$ cat config.mk
export PLATFORM = sky130hd
export DESIGN_NAME = unidad_debug_recolector
export DESIGN_NICKNAME = d
export VERILOG_FILES = /design/src/rtl/unidad_debug_recolector.sv
export SDC_FILE = /design/constraint.sdc
export NUM_CORES = 1
export LEC_CHECK = 0
export BUFFER_PORTS_ARGS = -buffer_cell sky130_fd_sc_hd__buf_2
export CAP_MARGIN = 20
export CORE_AREA = 5 5 237 239
export DETAILED_ROUTE_END_ITERATION = 6
export DIE_AREA = 0 0 242 244
export PLACE_DENSITY = 0.78
export SLEW_MARGIN = 10
export SYNTH_ARGS = -nofsm -noshare
export SYNTH_HDL_FRONTEND = slang
export SYNTH_SLANG_ARGS = --single-unit
$ cat constraint.sdc
create_clock -name i_clk -period 2.4 [get_ports i_clk]
set_input_delay 0.12 -clock i_clk [delete_from_list [all_inputs] [get_ports i_clk]]
set_output_delay 0.12 -clock i_clk [all_outputs]
set_load 0.05 [all_outputs]
$ cat src/rtl/unidad_debug_recolector.sv
// unidad_debug_recolector
//   Debug controller for the MIPS pipeline. Accepts RUN/STEP/DUMP command
//   bytes from the host and gates pipeline advance. On every stop it
//   snapshots the four inter-stage latches and the enabled-cycle count. It
//   then streams a framed byte dump: header, latches, register file, data
//   memory and cycle count, with every multi-byte field sent MSB first.
//
// Ports
//   i_clk, i_rst           clock, asynchronous active-low reset
//   i_cmd_valid/i_cmd      host command byte; o_cmd_ready high while idle
//   i_halt                 CPU halt flag
//   i_if_id..i_mem_wb      pipeline latches (snapshotted)
//   i_reg_reco/i_mem_reco  register / memory read data, RD_LAT cycles late
//   o_cpu_enable           pipeline advance enable
//   o_debug_flag           steers RF / memory addressing to recolector ports
//   o_addr_*_reco          recolector read indices
//   o_tx_data/valid/ready  byte stream to the UART TX
//   o_busy                 any state except IDLE
//   o_cycle_count          saturating count of enabled cycles
module unidad_debug_recolector #(
  parameter int LEN       = 32,
  parameter int NB_IF_ID  = 96,
  parameter int NB_ID_EX  = 160,
  parameter int NB_EX_MEM = 128,
  parameter int NB_MEM_WB = 96,
  parameter int CANT_REG  = 16,
  parameter int CANT_MEM  = 8,
  parameter int RD_LAT    = 1
) (
  input  logic                        i_clk,
  input  logic                        i_rst,
  input  logic                        i_cmd_valid,
  input  logic [7:0]                  i_cmd,
  output logic                        o_cmd_ready,
  input  logic                        i_halt,
  input  logic [NB_IF_ID-1:0]         i_if_id,
  input  logic [NB_ID_EX-1:0]         i_id_ex,
  input  logic [NB_EX_MEM-1:0]        i_ex_mem,
  input  logic [NB_MEM_WB-1:0]        i_mem_wb,
  input  logic [LEN-1:0]              i_reg_reco,
  input  logic [LEN-1:0]              i_mem_reco,
  output logic                        o_cpu_enable,
  output logic                        o_debug_flag,
  output logic [$clog2(CANT_REG)-1:0] o_addr_reg_reco,
  output logic [$clog2(CANT_MEM)-1:0] o_addr_memdatos_reco,
  output logic [7:0]                  o_tx_data,
  output logic                        o_tx_valid,
  input  logic                        i_tx_ready,
  output logic                        o_busy,
  output logic [LEN-1:0]              o_cycle_count
);

  localparam int NB_LAT    = NB_IF_ID + NB_ID_EX + NB_EX_MEM + NB_MEM_WB;
  localparam int LAT_BYTES = NB_LAT / 8;
  localparam int WB        = LEN / 8;
  localparam int AWR       = $clog2(CANT_REG);
  localparam int AWM       = $clog2(CANT_MEM);
  localparam int IDXW      = $clog2(LAT_BYTES + WB) + 1;

  typedef enum logic [3:0] {
    IDLE, RUN, STEP, SNAP, HDR, LAT, RADDR, RWAIT, RSEND, CNT
  } state_t;

  state_t            state_q, state_d;
  logic [NB_LAT-1:0] lat_q, lat_d;
  logic [LEN-1:0]    cnt_snap_q, cnt_snap_d;
  logic [LEN-1:0]    word_q, word_d;
  logic [LEN-1:0]    cycle_q, cycle_d;
  logic [IDXW-1:0]   idx_q, idx_d;
  logic [AWR-1:0]    addr_reg_q, addr_reg_d;
  logic [AWM-1:0]    addr_mem_q, addr_mem_d;
  logic              mem_phase_q, mem_phase_d;
  logic [1:0]        wait_q, wait_d;
  logic              flag_q, flag_d;
  logic              capture;
  logic              xfer;

  always_ff @(posedge i_clk or negedge i_rst) begin
    if (!i_rst) begin
      state_q     <= IDLE;
      lat_q       <= '0;
      cnt_snap_q  <= '0;
      word_q      <= '0;
      cycle_q     <= '0;
      idx_q       <= '0;
      addr_reg_q  <= '0;
      addr_mem_q  <= '0;
      mem_phase_q <= 1'b0;
      wait_q      <= '0;
      flag_q      <= 1'b0;
    end else begin
      state_q     <= state_d;
      lat_q       <= lat_d;
      cnt_snap_q  <= cnt_snap_d;
      word_q      <= word_d;
      cycle_q     <= cycle_d;
      idx_q       <= idx_d;
      addr_reg_q  <= addr_reg_d;
      addr_mem_q  <= addr_mem_d;
      mem_phase_q <= mem_phase_d;
      wait_q      <= wait_d;
      flag_q      <= flag_d;
    end
  end

  always_comb begin
    state_d      = state_q;
    lat_d        = lat_q;
    cnt_snap_d   = cnt_snap_q;
    word_d       = word_q;
    idx_d        = idx_q;
    addr_reg_d   = addr_reg_q;
    addr_mem_d   = addr_mem_q;
    mem_phase_d  = mem_phase_q;
    wait_d       = wait_q;
    flag_d       = flag_q;
    capture      = 1'b0;
    o_cpu_enable = 1'b0;
    o_tx_valid   = 1'b0;
    o_tx_data    = 8'h00;

    unique case (state_q)
      IDLE: begin
        // Unknown command bytes are consumed here and simply ignored.
        if (i_cmd_valid) begin
          case (i_cmd)
            8'h01:   state_d = i_halt ? SNAP : RUN;
            8'h02:   state_d = STEP;
            8'h03:   state_d = SNAP;
            default: state_d = IDLE;
          endcase
        end
      end
      RUN: begin
        // Enable is gated by halt combinationally so no extra cycle slips.
        if (i_halt) state_d = SNAP;
        else        o_cpu_enable = 1'b1;
      end
      STEP: begin
        o_cpu_enable = !i_halt;
        state_d      = SNAP;
      end
      SNAP: begin
        lat_d      = {i_if_id, i_id_ex, i_ex_mem, i_mem_wb};
        cnt_snap_d = cycle_q;
        idx_d      = '0;
        state_d    = HDR;
      end
      HDR: begin
        o_tx_valid = 1'b1;
        o_tx_data  = 8'hA5;
        if (i_tx_ready) state_d = LAT;
      end
      LAT: begin
        o_tx_valid = 1'b1;
        o_tx_data  = lat_q[NB_LAT-1 -: 8];
        if (i_tx_ready) begin
          lat_d = lat_q << 8;
          idx_d = idx_q + 1'b1;
          if (idx_q == IDXW'(LAT_BYTES - 1)) begin
            idx_d       = '0;
            addr_reg_d  = '0;
            addr_mem_d  = '0;
            mem_phase_d = 1'b0;
            flag_d      = 1'b1;
            state_d     = RADDR;
          end
        end
      end
      RADDR: begin
        // The index was registered on entry; data is valid RD_LAT cycles on.
        wait_d = '0;
        if (RD_LAT == 0) capture = 1'b1;
        else             state_d = RWAIT;
      end
      RWAIT: begin
        wait_d = wait_q + 1'b1;
        if (wait_q == 2'(RD_LAT - 1)) capture = 1'b1;
      end
      RSEND: begin
        o_tx_valid = 1'b1;
        o_tx_data  = word_q[LEN-1 -: 8];
        if (i_tx_ready) begin
          word_d = word_q << 8;
          idx_d  = idx_q + 1'b1;
          if (idx_q == IDXW'(WB - 1)) begin
            idx_d   = '0;
            state_d = RADDR;
            if (!mem_phase_q) begin
              if (addr_reg_q == AWR'(CANT_REG - 1)) begin
                addr_reg_d  = '0;
                mem_phase_d = 1'b1;
              end else begin
                addr_reg_d = addr_reg_q + 1'b1;
              end
            end else if (addr_mem_q == AWM'(CANT_MEM - 1)) begin
              addr_mem_d = '0;
              state_d    = CNT;
            end else begin
              addr_mem_d = addr_mem_q + 1'b1;
            end
          end
        end
      end
      CNT: begin
        o_tx_valid = 1'b1;
        o_tx_data  = cnt_snap_q[LEN-1 -: 8];
        if (i_tx_ready) begin
          cnt_snap_d = cnt_snap_q << 8;
          idx_d      = idx_q + 1'b1;
          if (idx_q == IDXW'(WB - 1)) begin
            idx_d   = '0;
            state_d = IDLE;
          end
        end
      end
      default: state_d = IDLE;
    endcase

    // Shared word capture for both RADDR (zero latency) and RWAIT.
    if (capture) begin
      word_d  = mem_phase_q ? i_mem_reco : i_reg_reco;
      idx_d   = '0;
      state_d = RSEND;
      if (mem_phase_q && addr_mem_q == AWM'(CANT_MEM - 1)) flag_d = 1'b0;
    end

    cycle_d = (o_cpu_enable && cycle_q != '1) ? cycle_q + 1'b1 : cycle_q;
  end

  assign xfer                 = o_tx_valid && i_tx_ready;
  assign o_cmd_ready          = (state_q == IDLE);
  assign o_busy               = (state_q != IDLE);
  assign o_debug_flag         = flag_q;
  assign o_addr_reg_reco      = addr_reg_q;
  assign o_addr_memdatos_reco = addr_mem_q;
  assign o_cycle_count        = cycle_q;

  // A byte handshake is only meaningful while a streaming state drives valid.
  property p_no_xfer_idle;
    @(posedge i_clk) disable iff (!i_rst) xfer |-> (state_q != IDLE);
  endproperty
  assert property (p_no_xfer_idle);

endmodule

# Yosys cells after proc, flatten, opt, wreduce, memory -nomap -nowiden
# Cells that the tools add are included.
# totals
regBits	598
latch_bits	0
mem_bits_rw	0
mem_bits_ro	0
elab_cells	136
mem_count	0
# classes
addsub	5
n_mul	0
div_mod_pow	0
order_cmp	0
eq_ne	35
shift	0
muxes	62
bitwise	0
n_reduce_logical	23
# ops
operator	n
$pmux W480 S2	1
$mux W480	1
$mux W32	5
$mux W4	18
$pmux W32 S2	1
$pmux W4 S10	1
$mux W7	5
$add A32 B1 Y32 const B	1
$ne A32 B32 Y1 const B	1
$pmux W8 S4	1
$ne A3 B3 Y1 const B	8
$pmux W7 S3	1
$mux W3	6
$eq A4 B3 Y1 const B	4
$eq A8 B2 Y1 const B	2
$ne A2 B2 Y1 const B	8
$mux W1	15
$eq A4 B4 Y1 const B	3
$reduce_and A6 Y1	2
$reduce_bool A2 Y1	6
$reduce_and A10 Y1	1
$eq A4 B2 Y1 const B	2
$eq A8 B1 Y1 const B	1
$pmux W4 S2	1
25 further kinds	30

# Depth between registers and ports, before layout
# depth
word_depth	7
ltp_mapped	10
depth_no_buf	7

# Worst setup path after synthesis
# No wires, ideal clock.
# synth_path
path_type	register to register
startpoint	reg cycle_q[0] (netlist: o_cycle_count[0])
endpoint	reg cycle_q[13] (netlist: o_cycle_count[13])
t_arrival_ns	2.456
setup_slack_ns	-0.202
path_stages_with_launch	9
path_buffers	2
period_less_slack_ns	2.602
path_cell_list	dfrtp_1 > ha_1 > nand3_1 > or4_1 > buf_6 > or3_1 > buf_2 > and3_1 > xor2_1
# synth_via
elab_chain_cells	2
word_cells_on_any_way	3
cone_classes	add/sub: 1; eq/ne: 1; reduce/logical: 1
# synth_lines
item	line_no	text
start: declaration	68	logic [LEN-1:0] cycle_q, cycle_d;
start signal: assignment	96	cycle_q <= cycle_d;
parallel branches: the longest is 2 deep, another holds $add A32 B1 Y32	--	
# Parallel ways; which one is timed is not known.
# A chain may end at the register's enable or synchronous reset.

# Worst setup path in the final report
# layout_path
startpoint	reg state_q[3]
endpoint	out o_tx_data[2]
# layout_via
elab_chain_cells	2
word_cells_on_any_way	5
cone_classes	eq/ne: 4; mux: 1
# layout_lines
item	line_no	text
start: declaration	64	state_t state_q, state_d;
start signal: assignment	92	state_q <= state_d;
$eq A4 B4 Y1 or $eq A4 B3 Y1 (tied branches)	122	unique case (state_q)
$pmux W8 S4 (*)	122	
end: declaration	46	output logic [7:0] o_tx_data,
# Every way passes the cells marked *; elsewhere a longest branch is shown, timed or not.

==> results.ini <==
[yosys]
synthTopCellsByCount=1033 x nand2_1, 598 x dfrtp_1, 525 x nor2_1
yosysUniqueCellTypes=63
synth_fp_nets=3832
async_reset_ff_share_pct=100
synthFlopType=dfrtp_1
yosysSeqAreaShare_pct=54.5
synth_area_leaders=dfrtp_1 55%, nand2_1 14%, a31oi_1 11%
synth_top_area_share_pct=54.5
postSynthCellCount=3269
synth.avg_cell_area_um2=8.40
netlist_area_mm2=0.0274
synth_edf_count=0
ys_warn_count=0
yosys.area.top_type=dfrtp_1
synth_most_common_cell=nand2_1
ys_ff_latch=598

[grt]
met1_usage_pct=44.5
gr-total-overflow=0
grt_max_degree=129
grt_pass1_wl_mm=182
first_global_vias=31800
grtUsageMet3_pct=15.2
grt_util_met2_pct=59.3
track_usage_pct=39.0
busiest_layer=met2
antenna_found_initial=23

[layout]
stdcell_count=5125
nets=4919
area_delta_synth_final_pct=45.0
drive_above_1_share_pct=20.3
fill_cells=3084
finalCoreUtilization_pct=74.2

[routing]
wl_per_cell_um=23.2
via_count=31700
first_iter_violations=4820
dr.pass1.iters=7
via_per_inst=6.18
ant_nets=0
drc=35
wl_mm=119

[setup_path]
cp_num_buf_inv=3
crit_required_ns=2.28
cp_slowest_cell=dfrtp_2
worst-path-max-fanout=7
start_kind=register
crit_chain=buf_6 > and2b_1 > buf_4 > a21oi_2 > nor2_1 > a221oi_2 > nor2_1 > buf_6
cp_slowest_stage_delay_ns=0.47
endpoint_kind=primary output
crit_arrival_ns=2.38
critPathTopFamily=buffers and inverters
critical_path_class=reg -> out

[placement]
hpwl_mm=58.8
place_inst=4413
place_ws_ns=0.111
port_buffers=608
place_congestion=0.914

[run_status]
status=complete, but fails checks
violations=design-rule violations, negative setup slack

[die]
io-pin-count=609
die_w_um=242
rows=85
die-height_um=244
start_util_pct=51.2
core-area_mm2=0.0536
die_area_mm2=0.0590

[timing]
fin_setup_tns_ns=-0.329
max_freq_mhz=399
final_hold_viol_count=0
relSlewSlack_pct=39.1
setup_viol=9
tightest_slew_ns=0.908
fin_hold_ws_ns=0.0370
drv_slew=0
clock_skew_ns=0.0264
final.period_utilization_pct=104
layout_setup_ws_ns=-0.104
min_period_ns=2.50
rsz0062_at_grt=true

[cts]
cts_root_buffer=clkbuf_16
clk_path_buf_depth=3
cts_made_buffers=60
cts_tree=done
clk_pin_slew_ns=0.07
htree_levels=2
cts_sinks=598
clk_latency_ns=0.64

[power]
leakage_nw=18.5
power.density_mw_per_mm2=1220
ir_drop_v=0.000677

[hold_path]
hp-class=in -> reg

[job]
maxCapViolCount=0

area by class of cell:
type | count | area, um2 | share of cell area, %
multi-input cells | 2392 | 11600 | 29.0
inverters | 24 | 90.1 | 0.226
well taps | 696 | 871 | 2.19
clock buffers | 79 | 1710 | 4.29
diodes | 21 | 52.6 | 0.132
repair buffers | 1280 | 10100 | 25.3
flip-flops and latches | 598 | 15000 | 37.7
clock inverters | 35 | 460 | 1.16
cells by family after synthesis:
kind of cell,after synthesis,share of synthesized area (%)
fa+ha+maj,6,0.274
xor+xnor,28,0.893
buf+inv,279,4.02
mux,60,2.21
compound gates,646,14.6
flops,598,54.5
simple gates,1652,23.5
sequential cells by signal (all words and copies together), names as in the netlist:
register	count
lat_q	480
cnt_snap_q	32
o_cycle_count	32
word_q	32
idx_q	7
o_addr_reg_reco	4
state_q	4
o_addr_memdatos_reco	3
wait_q	2
mem_phase_q	1
o_debug_flag	1
cells in the final DEF (no fill, tap or decap), types with 3 or more instances in the layout:
cell type,instances
mux2_2,4
bufinv_16,10
nor2b_1,5
clkbuf_8,9
nand3_1,16
clkinvlp_4,8
clkinv_2,15
buf_16,5
a21o_1,5
nor4_1,4
ha_1,5
or3_1,4
mux2i_1,56
xor2_1,12
inv_1,23
a21oi_1,45
dfrtp_2,13
nand2_1,1033
and3_1,4
nor3_1,15
bufbuf_16,3
o21ai_0,75
buf_4,86
diode_2,21
clkbuf_1,8
xnor2_1,16
buf_2,597
nor2_1,525
a31oi_2,3
a22o_1,18
a222oi_1,4
clkbuf_16,64
dlygate4sd3_1,548
a31oi_1,472
buf_12,27
dfrtp_1,584
nand4_1,8
buf_6,7
timing repair:
action                                  CTS  global route
pin swaps                                 1             2
setup endpoints to repair                11           156
gates resized for setup                  12            39
setup buffers                            10            14
endpoints found under the hold margin  1063             0
hold buffers                            548             0
gates cloned                              3             3
power breakdown:
part | internal [mW] | total [mW] | switching [mW]
Combinational | 7.47 | 20.2 | 12.7
Sequential | 14.7 | 18.0 | 3.30
Clock | 6.09 | 10.4 | 4.33
tightest hold or removal path, cell delays in order:
cell and delay, ns:
buf_2 0.08, mux2i_1 0.06, nor2_1 0.08, a21oi_1 0.05, o21ai_0 0.21
final timing paths:
path,start,end,slack [ns],depth (start not counted)
worst min-delay path,i_mem_reco[31],word_q[31],0.04,5
max in group asynchronous,i_rst,lat_q[438],1.50,3
min in group asynchronous,i_rst,o_cycle_count[12],0.07,2
worst max-delay path,state_q[3],o_tx_data[2],-0.10,8
worst max register to register,state_q[3],lat_q[341],-0.05,7
worst min register to register,cnt_snap_q[10],cnt_snap_q[10],0.48,2
metal layers:
layer / routed length (um) / part of all wire [%]
met3: 14300 / 12
met4: 11700 / 9.8
met5: 108 / 0.091
met2: 53700 / 45
met1: 39400 / 33
per-stage QoR:
stage               instance area (um2)  total power, mW
CTS                               39400             45.5
global placement                  31600             33.5
detailed placement                31600             34.1
finish                            39800             48.6
floorplan                         27500             28.8
global route                      39800             51.1
No activity file was read; power rests on OpenSTA's default activity.
